[config.mk]
export PLATFORM = sky130hd
export DESIGN_NAME = lz77_stream_decoder
export DESIGN_NICKNAME = d
export VERILOG_FILES = /design/src/rtl/lz77_pkg.sv /design/src/rtl/lz77_search_buf.sv /design/src/rtl/lz77_stream_decoder.sv
export SDC_FILE = /design/constraint.sdc
export NUM_CORES = 1
export LEC_CHECK = 0
export ABC_AREA = 1
export CAP_MARGIN = 30
export CORE_MARGIN = 8
export CORE_UTILIZATION = 32
export DETAILED_ROUTE_END_ITERATION = 12
export PLACE_DENSITY_LB_ADDON = 0.2
export SLEW_MARGIN = 20
export SYNTH_ARGS = -nofsm -noshare
export SYNTH_HDL_FRONTEND = slang
export SYNTH_SLANG_ARGS = --single-unit
[constraint.sdc]
create_clock -name clk -period 5.5 [get_ports clk]
set_input_delay 1.1 -clock clk [delete_from_list [all_inputs] [get_ports clk]]
set_output_delay 1.1 -clock clk [all_outputs]
set_load 0.02 [all_outputs]
[src/rtl/lz77_pkg.sv]
// Shared definitions for the LZ77 stream decoder: FSM encoding and default widths.
package lz77_pkg;

    localparam int unsigned CharW = 8;
    localparam logic [CharW-1:0] TermDefault = 8'h24;

    typedef enum logic [1:0] {
        StIdle = 2'd0,
        StCopy = 2'd1,
        StLit  = 2'd2,
        StDone = 2'd3
    } state_e;

endpackage

[src/rtl/lz77_search_buf.sv]
// LZ77 search buffer: shift register of recently emitted chars.
// It has a combinational read port, and entry 0 holds the most recent char.
module lz77_search_buf #(
    parameter int unsigned CHAR_W = 8,
    parameter int unsigned DEPTH  = 9,
    parameter int unsigned IDX_W  = 4
) (
    input  logic              clk,
    input  logic              reset,
    input  logic              shift_en,
    input  logic [CHAR_W-1:0] shift_in,
    input  logic [IDX_W-1:0]  rd_idx,
    output logic [CHAR_W-1:0] rd_data
);

    logic [CHAR_W-1:0] mem_q [DEPTH];
    logic [CHAR_W-1:0] mem_d [DEPTH];

    always_comb begin
        mem_d = mem_q;
        if (shift_en) begin
            mem_d[0] = shift_in;
            for (int unsigned i = 1; i < DEPTH; i++) begin
                mem_d[i] = mem_q[i-1];
            end
        end
    end

    always_ff @(posedge clk or posedge reset) begin
        if (reset) begin
            mem_q <= '{default: '0};
        end else begin
            mem_q <= mem_d;
        end
    end

    // Out-of-range indices read as zero rather than aliasing onto a real entry.
    always_comb begin
        rd_data = '0;
        for (int unsigned i = 0; i < DEPTH; i++) begin
            if (rd_idx == IDX_W'(i)) begin
                rd_data = mem_q[i];
            end
        end
    end

endmodule

[src/rtl/lz77_stream_decoder.sv]
// LZ77 tuple-to-char stream decoder with valid/ready on both sides.
// It also detects the literal terminator and flags out-of-range copy positions.
module lz77_stream_decoder
    import lz77_pkg::*;
#(
    parameter int unsigned        CHAR_W   = CharW,
    parameter int unsigned        SB_DEPTH = 9,
    parameter int unsigned        POS_W    = 4,
    parameter int unsigned        LEN_W    = 3,
    parameter logic [CHAR_W-1:0]  TERM     = CHAR_W'(TermDefault)
) (
    input  logic              clk,
    input  logic              reset,
    input  logic              in_valid,
    output logic              in_ready,
    input  logic [POS_W-1:0]  in_pos,
    input  logic [LEN_W-1:0]  in_len,
    input  logic [CHAR_W-1:0] in_char,
    output logic              out_valid,
    input  logic              out_ready,
    output logic [CHAR_W-1:0] out_char,
    output logic              finish,
    output logic              pos_err
);

    state_e            state_q, state_d;
    logic [POS_W-1:0]  pos_q, pos_d;
    logic [LEN_W-1:0]  len_q, len_d;
    logic [CHAR_W-1:0] char_q, char_d;
    logic [LEN_W-1:0]  cnt_q, cnt_d;
    logic              pos_err_q, pos_err_d;

    logic              beat;
    logic              accept;
    logic              in_pos_ok;
    logic [CHAR_W-1:0] sb_rd;

    lz77_search_buf #(
        .CHAR_W(CHAR_W),
        .DEPTH (SB_DEPTH),
        .IDX_W (POS_W)
    ) u_search_buf (
        .clk     (clk),
        .reset   (reset),
        .shift_en(beat),
        .shift_in(out_char),
        .rd_idx  (pos_q),
        .rd_data (sb_rd)
    );

    assign in_pos_ok = 32'(in_pos) < SB_DEPTH;

    always_comb begin
        in_ready  = 1'b0;
        out_valid = 1'b0;
        out_char  = '0;
        unique case (state_q)
            StIdle: in_ready = 1'b1;
            StCopy: begin
                out_valid = 1'b1;
                out_char  = sb_rd;
            end
            StLit: begin
                out_valid = 1'b1;
                out_char  = char_q;
                // A terminating literal never chains into another tuple.
                in_ready  = out_ready && (char_q != TERM);
            end
            default: ;
        endcase
        beat   = out_valid && out_ready;
        accept = in_valid && in_ready;
    end

    always_comb begin
        state_d   = state_q;
        pos_d     = pos_q;
        len_d     = len_q;
        char_d    = char_q;
        cnt_d     = cnt_q;
        pos_err_d = pos_err_q;

        unique case (state_q)
            StCopy: begin
                if (beat) begin
                    cnt_d = cnt_q + LEN_W'(1);
                    if (cnt_q == len_q - LEN_W'(1)) begin
                        state_d = StLit;
                    end
                end
            end
            StLit: begin
                if (beat) begin
                    state_d = (char_q == TERM) ? StDone : StIdle;
                end
            end
            default: ;
        endcase

        if (accept) begin
            pos_d  = in_pos;
            len_d  = in_len;
            char_d = in_char;
            cnt_d  = '0;
            if (in_len != '0 && in_pos_ok) begin
                state_d = StCopy;
            end else begin
                state_d = StLit;
            end
            if (in_len != '0 && !in_pos_ok) begin
                pos_err_d = 1'b1;
            end
        end
    end

    always_ff @(posedge clk or posedge reset) begin
        if (reset) begin
            state_q   <= StIdle;
            pos_q     <= '0;
            len_q     <= '0;
            char_q    <= '0;
            cnt_q     <= '0;
            pos_err_q <= 1'b0;
        end else begin
            state_q   <= state_d;
            pos_q     <= pos_d;
            len_q     <= len_d;
            char_q    <= char_d;
            cnt_q     <= cnt_d;
            pos_err_q <= pos_err_d;
        end
    end

    assign finish  = (state_q == StDone);
    assign pos_err = pos_err_q;

endmodule

==> flow_metrics.py, run 1 <==
metrics = {
    "clock_network": {
        "cts_sinks": 93,
        "hold_buffers": 0,
        "ctsResizeCount": 0,
        "clock_path_buffers": 2,
        "ctsHtreeMaxLevel": 3,
        "clkTransAtPathRegs_ns": 0.07,
        "cts-root-buf": "clkbuf_16",
        "cts_tree": "yes",
        "insertion_delay_ns": 0.35,
        "numCtsBuffers": 9,
        "post_cts_buffers": 0,
    },
    "layout": {
        "fin_nets": 642,
        "final_common_cell": "nand2_1",
        "final_cell_mix": "193 x nand2_1, 93 x dfrtp_1, 82 x o21ai_0, 79 x inv_1, 30 x clkdlybuf4s50_1",
        "diodes": 0,
        "syn_to_final_growth_pct": 16.4,
        "fin_area_um2": 5320,
        "final_cells": 802,
        "drive_gt1_share_pct": 7.23,
    },
    "setup_path": {
        "rr_startpoint": "state_q[0]",
        "critPathLaunchType": "register",
        "required_ns": 4.40,
        "r2r_slack_ns": 3.34,
        "cp.arrival_ns": 2.79,
        "crit_fanout": 15,
        "critical_path_class": "register to output port",
        "ff2ff_path_depth": 8,
        "r2r-end": "cnt_q[2]",
        "worstSetupEndpointType": "output port",
    },
    "route": {
        "drtIter0Drc": 316,
        "avgRoutedWirePerCell_um": 13.8,
        "drt_pass1_iterations": 7,
        "totalWireLength_um": 11000,
        "antenna_left": 0,
        "drcViolationCount": 0,
        "dr_total_vias": 3731,
        "vias_per_cell": 4.65,
    },
    "power_and_ir_drop": {
        "ir_drop_mv": 0.229,
        "p_per_area_nw_per_um2": 562,
        "p_leak_nw": 2.54,
    },
    "timing": {
        "post-route-period-util_pct": 70.8,
        "drv_slew": 0,
        "fmax_mhz": 257,
        "period_needed_ns": 3.89,
        "setup_violations": 0,
        "setup_tns_ns": 0,
        "grt_setup_unrepaired": "false",
        "fin_skew_ns": 0.00817,
        "worstMarginPinSlew_ns": 0.827,
        "max_slew_margin_pct": 44.8,
        "hold_violations": 0,
    },
    "global_routing": {
        "overflow": 0,
        "first_global_vias": 3611,
        "grt_pass1_wl_um": 18600,
        "grt_max_degree": 94,
        "track_usage_pct": 12.8,
        "grt_antenna_before_repair": 0,
    },
    "run_status": {
        "status": "completed",
    },
    "logic_synthesis": {
        "yosysSeqAreaShare_pct": 50.9,
        "syn_nets": 620,
        "synth.avg_cell_area_um2": 7.69,
        "syn_inst": 595,
        "syn_area_um2": 4570,
        "ys_types": 28,
        "synth_seq_cells": 93,
        "ys_warn_count": 0,
    },
    "floorplan": {
        "die_w_um": 136,
        "core_um2": 13900,
        "start_util_pct": 32.8,
        "rows": 43,
        "die_h_um": 136,
        "die_area_um2": 18400,
        "pin_count": 31,
    },
    "flow_run": {
        "cap_violations": 0,
    },
    "place": {
        "gp_congestion": 0.818,
        "placed_area_um2": 5030,
        "placedCellCount": 786,
        "port_buffers": 30,
        "dp_hpwl_um": 7680,
    },
    "worst_hold_path": {
        "holdPathEnd": "pos_err",
        "min_delay_path_depth": 1,
        "hp-class": "register to register",
        "hp-start": "pos_err",
    },
}
[stage by stage]
step | hold WS, ns | setup WS [ns] | utilization, % | power, mW
2_1_floorplan | 0.448 | 1.98 | - | 2.01
3_3_place_gp | 0.455 | 1.90 | 36.1 | 2.37
3_5_place_dp | 0.466 | 1.88 | 36.1 | 2.39
4_1_cts | 0.487 | 1.56 | 38.2 | 3.03
5_1_grt | 0.500 | 1.37 | 38.2 | 3.26
6_report | 0.486 | 1.61 | 38.2 | 2.99
[logic make-up (layout without fill, tap and decap cells)]
logic type / after synthesis / after routing / synth area share, %
simple gates: 271 / 271 / 25.0
buf+inv: 114 / 141 / 9.63
compound gates: 106 / 106 / 11.9
flops: 93 / 93 / 50.9
fa+ha+maj: 6 / 6 / 1.64
xor+xnor: 5 / 5 / 0.958
[metal layers]
metal | part of all wire, % | vias up | global-route usage [%]
met1 | 49 | 1773 | 17.0
met5 | 0 | - | 0
met3 | 3.8 | 11 | 3.15
li1 | - | 1895 | -
met2 | 46 | 52 | 19.4
met4 | 1.6 | 0 | 5.00
[state kept, by name (all words and copies together), names as in the netlist]
| name | count |
|---|---|
| char_q | 8 |
| u_search_buf.mem_q | 72 |
| pos_q | 4 |
| pos_err | 1 |
| len_q | 3 |
| state_q | 2 |
| cnt_q | 3 |
[cell usage after synthesis]
master    count  share of area, %
dfrtp_1      93                51
xor2_1        1              0.19
inv_2        11              0.90
nand2_4       2              0.49
nand3_1      25               2.7
clkbuf_1     16               1.3
clkinv_1      1             0.082
inv_1        80               6.6
nor2_2        5              0.68
ha_1          6               1.6
nor2_4        3              0.74
a21oi_1      11               1.2
xnor2_1       4              0.77
nand4_1      12               1.6
o21ai_1       9              0.98
nor4_1        1              0.14
nand2_1     194                16
o21bai_2      1              0.25
nor3_1        2              0.22
nor2_1       25               2.1
buf_2         4              0.44
buf_4         2              0.33
a31oi_1       1              0.14
nor3_2        1              0.22
nand2_2       1              0.14
o211ai_1      1              0.16
a31o_2        1              0.19
o21ai_0      82               9.0
[final cells by class]
type / count / area, um^2
clock buffers: 10 / 229
clock inverters: 6 / 62.6
fillers: 1451 / 8610
inverters: 92 / 347
multi-input cells: 388 / 1810
flip-flops and latches: 93 / 2330
well taps: 180 / 225
repair buffers: 33 / 323
[power by group]
part           internal, mW  total, mW  switching, mW
Clock                 0.353      0.625          0.272
Sequential            0.967       1.17          0.199
Combinational         0.394       1.20          0.804
Total                  1.71       2.99           1.28
[how the worst max path moves through the flow]
stage / startpoint / end / cells past startpoint
global placement: out_ready / in_ready / 4
global route: pos_q[3] / out_char[3] / 10
detailed placement: out_ready / in_ready / 4
finish: pos_q[3] / out_char[4] / 10
CTS: pos_q[3] / out_char[4] / 10
floorplan: reset / char_q[0] / 1
[critical path, cell delays in order, from the launching register on]
cell	delay, ns
dfrtp_1	0.45
nor2_2	0.54
nand2_1	0.20
nor2_1	0.13
nor2_1	0.06
nand4_1	0.09
nand2_1	0.07
nand2_1	0.06
nand2_1	0.06
a21oi_1	0.16
clkdlybuf4s50_1	0.63
No activity file was read; power rests on OpenSTA's default activity.
==> inputs of run 2 (changes only) <==
==> constraint.sdc (replaced) <==
create_clock -name clk -period 3.9 [get_ports clk]
set_input_delay 0.78 -clock clk [delete_from_list [all_inputs] [get_ports clk]]
set_output_delay 0.78 -clock clk [all_outputs]
set_load 0.02 [all_outputs]
==> flow_metrics.py, run 2 (synthesized netlist as in run 1, its figures left out) <==
metrics = {
    "setup_path": {
        "cp.arrival_ns": 2.73,
        "critical_path_class": "register to output port",
        "critPathLaunchType": "register",
        "required_ns": 3.12,
        "worstSetupEndpointType": "output port",
        "crit_fanout": 15,
    },
    "power_and_ir_drop": {
        "power.internal_mw": 2.49,
        "p_leak_nw": 2.56,
        "p_switching_mw": 1.81,
        "ir_drop_mv": 0.324,
        "combinationalPowerShare_pct": 39.4,
        "p_per_area_nw_per_um2": 802,
        "p_sw_share_pct": 42.2,
        "pwr-share-clk_pct": 22.2,
        "p_seq_share_pct": 38.5,
    },
    "timing": {
        "worstMarginPinSlew_ns": 0.818,
        "max_slew_margin_pct": 45.5,
        "setup_violations": 0,
        "drv_slew": 0,
        "fin_skew_ns": 0.0102,
        "fmax_mhz": 285,
        "grt_setup_unrepaired": "false",
        "hold_violations": 0,
        "period_needed_ns": 3.51,
        "setup_tns_ns": 0,
        "post-route-period-util_pct": 90.1,
    },
    "global_routing": {
        "track_usage_pct": 12.9,
        "first_global_vias": 3603,
        "grt_antenna_before_repair": 0,
        "overflow": 0,
        "grt_max_degree": 94,
        "grt_pass1_wl_um": 18700,
    },
    "clock_network": {
        "cts_tree": "yes",
        "ctsResizeCount": 0,
        "cts-root-buf": "clkbuf_16",
        "clock_path_buffers": 2,
        "post_cts_buffers": 0,
        "numCtsBuffers": 9,
        "ctsHtreeMaxLevel": 3,
        "hold_buffers": 0,
        "insertion_delay_ns": 0.34,
        "clkTransAtPathRegs_ns": 0.07,
        "cts_sinks": 93,
    },
    "layout": {
        "fill_cells": 1452,
        "diodes": 0,
        "final_cell_mix": "193 x nand2_1, 93 x dfrtp_1, 82 x o21ai_0, 79 x inv_1, 30 x clkdlybuf4s50_1",
        "largest_reg_flops": 72,
        "drive_gt1_share_pct": 7.40,
        "syn_to_final_growth_pct": 17.3,
        "top_register": "u_search_buf.mem_q",
        "final_common_cell": "nand2_1",
        "fin_nets": 642,
        "reg_top3": "u_search_buf.mem_q x72, char_q x8, pos_q x4",
        "final_core_util_pct": 38.5,
    },
    "flow_run": {
        "cap_violations": 0,
    },
    "route": {
        "drt_pass1_iterations": 4,
        "vias_per_cell": 4.61,
        "drcViolationCount": 0,
        "avgRoutedWirePerCell_um": 13.9,
        "drtIter0Drc": 305,
        "dr_total_vias": 3694,
        "totalWireLength_um": 11200,
        "antenna_left": 0,
    },
    "floorplan": {
        "die_h_um": 136,
        "die_area_um2": 18400,
        "rows": 43,
        "start_util_pct": 32.8,
        "die_w_um": 136,
        "core_um2": 13900,
        "pin_count": 31,
    },
    "worst_hold_path": {
        "hp-class": "register to register",
    },
    "place": {
        "dp_hpwl_um": 7920,
        "gp_congestion": 0.805,
        "port_buffers": 30,
    },
    "run_status": {
        "status": "completed",
    },
}
## run 2: area by class of cell
type	count	area [um^2]	share of cell area, %
Clock buffer	9	225	4.20
Inverter	92	347	6.46
Clock inverter	7	96.3	1.80
Timing Repair Buffer	33	335	6.25
Tap cell	180	225	4.20
Multi-Input combinational cell	388	1810	33.7
Sequential cell	93	2330	43.4
## run 2: layer usage
layer	part of all wire (%)	global-route usage [%]
met1	49	17.7
met2	46	19.8
met3	4.8	2.97
met4	0.48	3.70
met5	0	0
## run 2: power groups by stage
| stage | registers, mW | clock network, mW | logic [mW] |
|---|---|---|---|
| after floorplan | 1.58 | 0 | 1.26 |
| after CTS | 1.66 | 0.977 | 1.72 |
| after global routing | 1.71 | 1.02 | 1.94 |
| final | 1.65 | 0.953 | 1.69 |
| after detailed placement | 1.67 | 0 | 1.72 |
| after global placement | 1.66 | 0 | 1.69 |
## run 2: through the flow
step	setup WS (ns)	area [um^2]	hold WS, ns	std cells	total power, mW
after floorplan	0.700	4570	0.448	595	2.84
after global placement	0.772	5040	0.455	786	3.35
after detailed placement	0.722	5040	0.458	786	3.39
after CTS	0.337	5360	0.478	802	4.36
after global routing	0.165	5360	0.492	802	4.68
final	0.388	5360	0.476	802	4.30
## run 2: final timing paths
kind / to / cells after the start / slack, ns / from
max: out_char[3] / 10 / 0.39 / pos_q[3]
min: pos_err / 1 / 0.48 / pos_err
max reg2reg: u_search_buf.mem_q[65] / 7 / 1.67 / state_q[0]
min reg2reg: pos_err / 1 / 0.48 / pos_err
max in group asynchronous: u_search_buf.mem_q[68] / 3 / 2.32 / reset
min in group asynchronous: u_search_buf.mem_q[48] / 2 / 0.84 / reset
## run 2: critical path, cell delays in order, from the launching register on
cell and delay (ns):
dfrtp_1 0.46, nor2_2 0.50, nand2_1 0.18, nor2_1 0.12, nor2_1 0.05, nand4_1 0.07
nand2_1 0.07, nand2_1 0.06, nand2_1 0.07, a21oi_1 0.17, clkdlybuf4s50_1 0.64
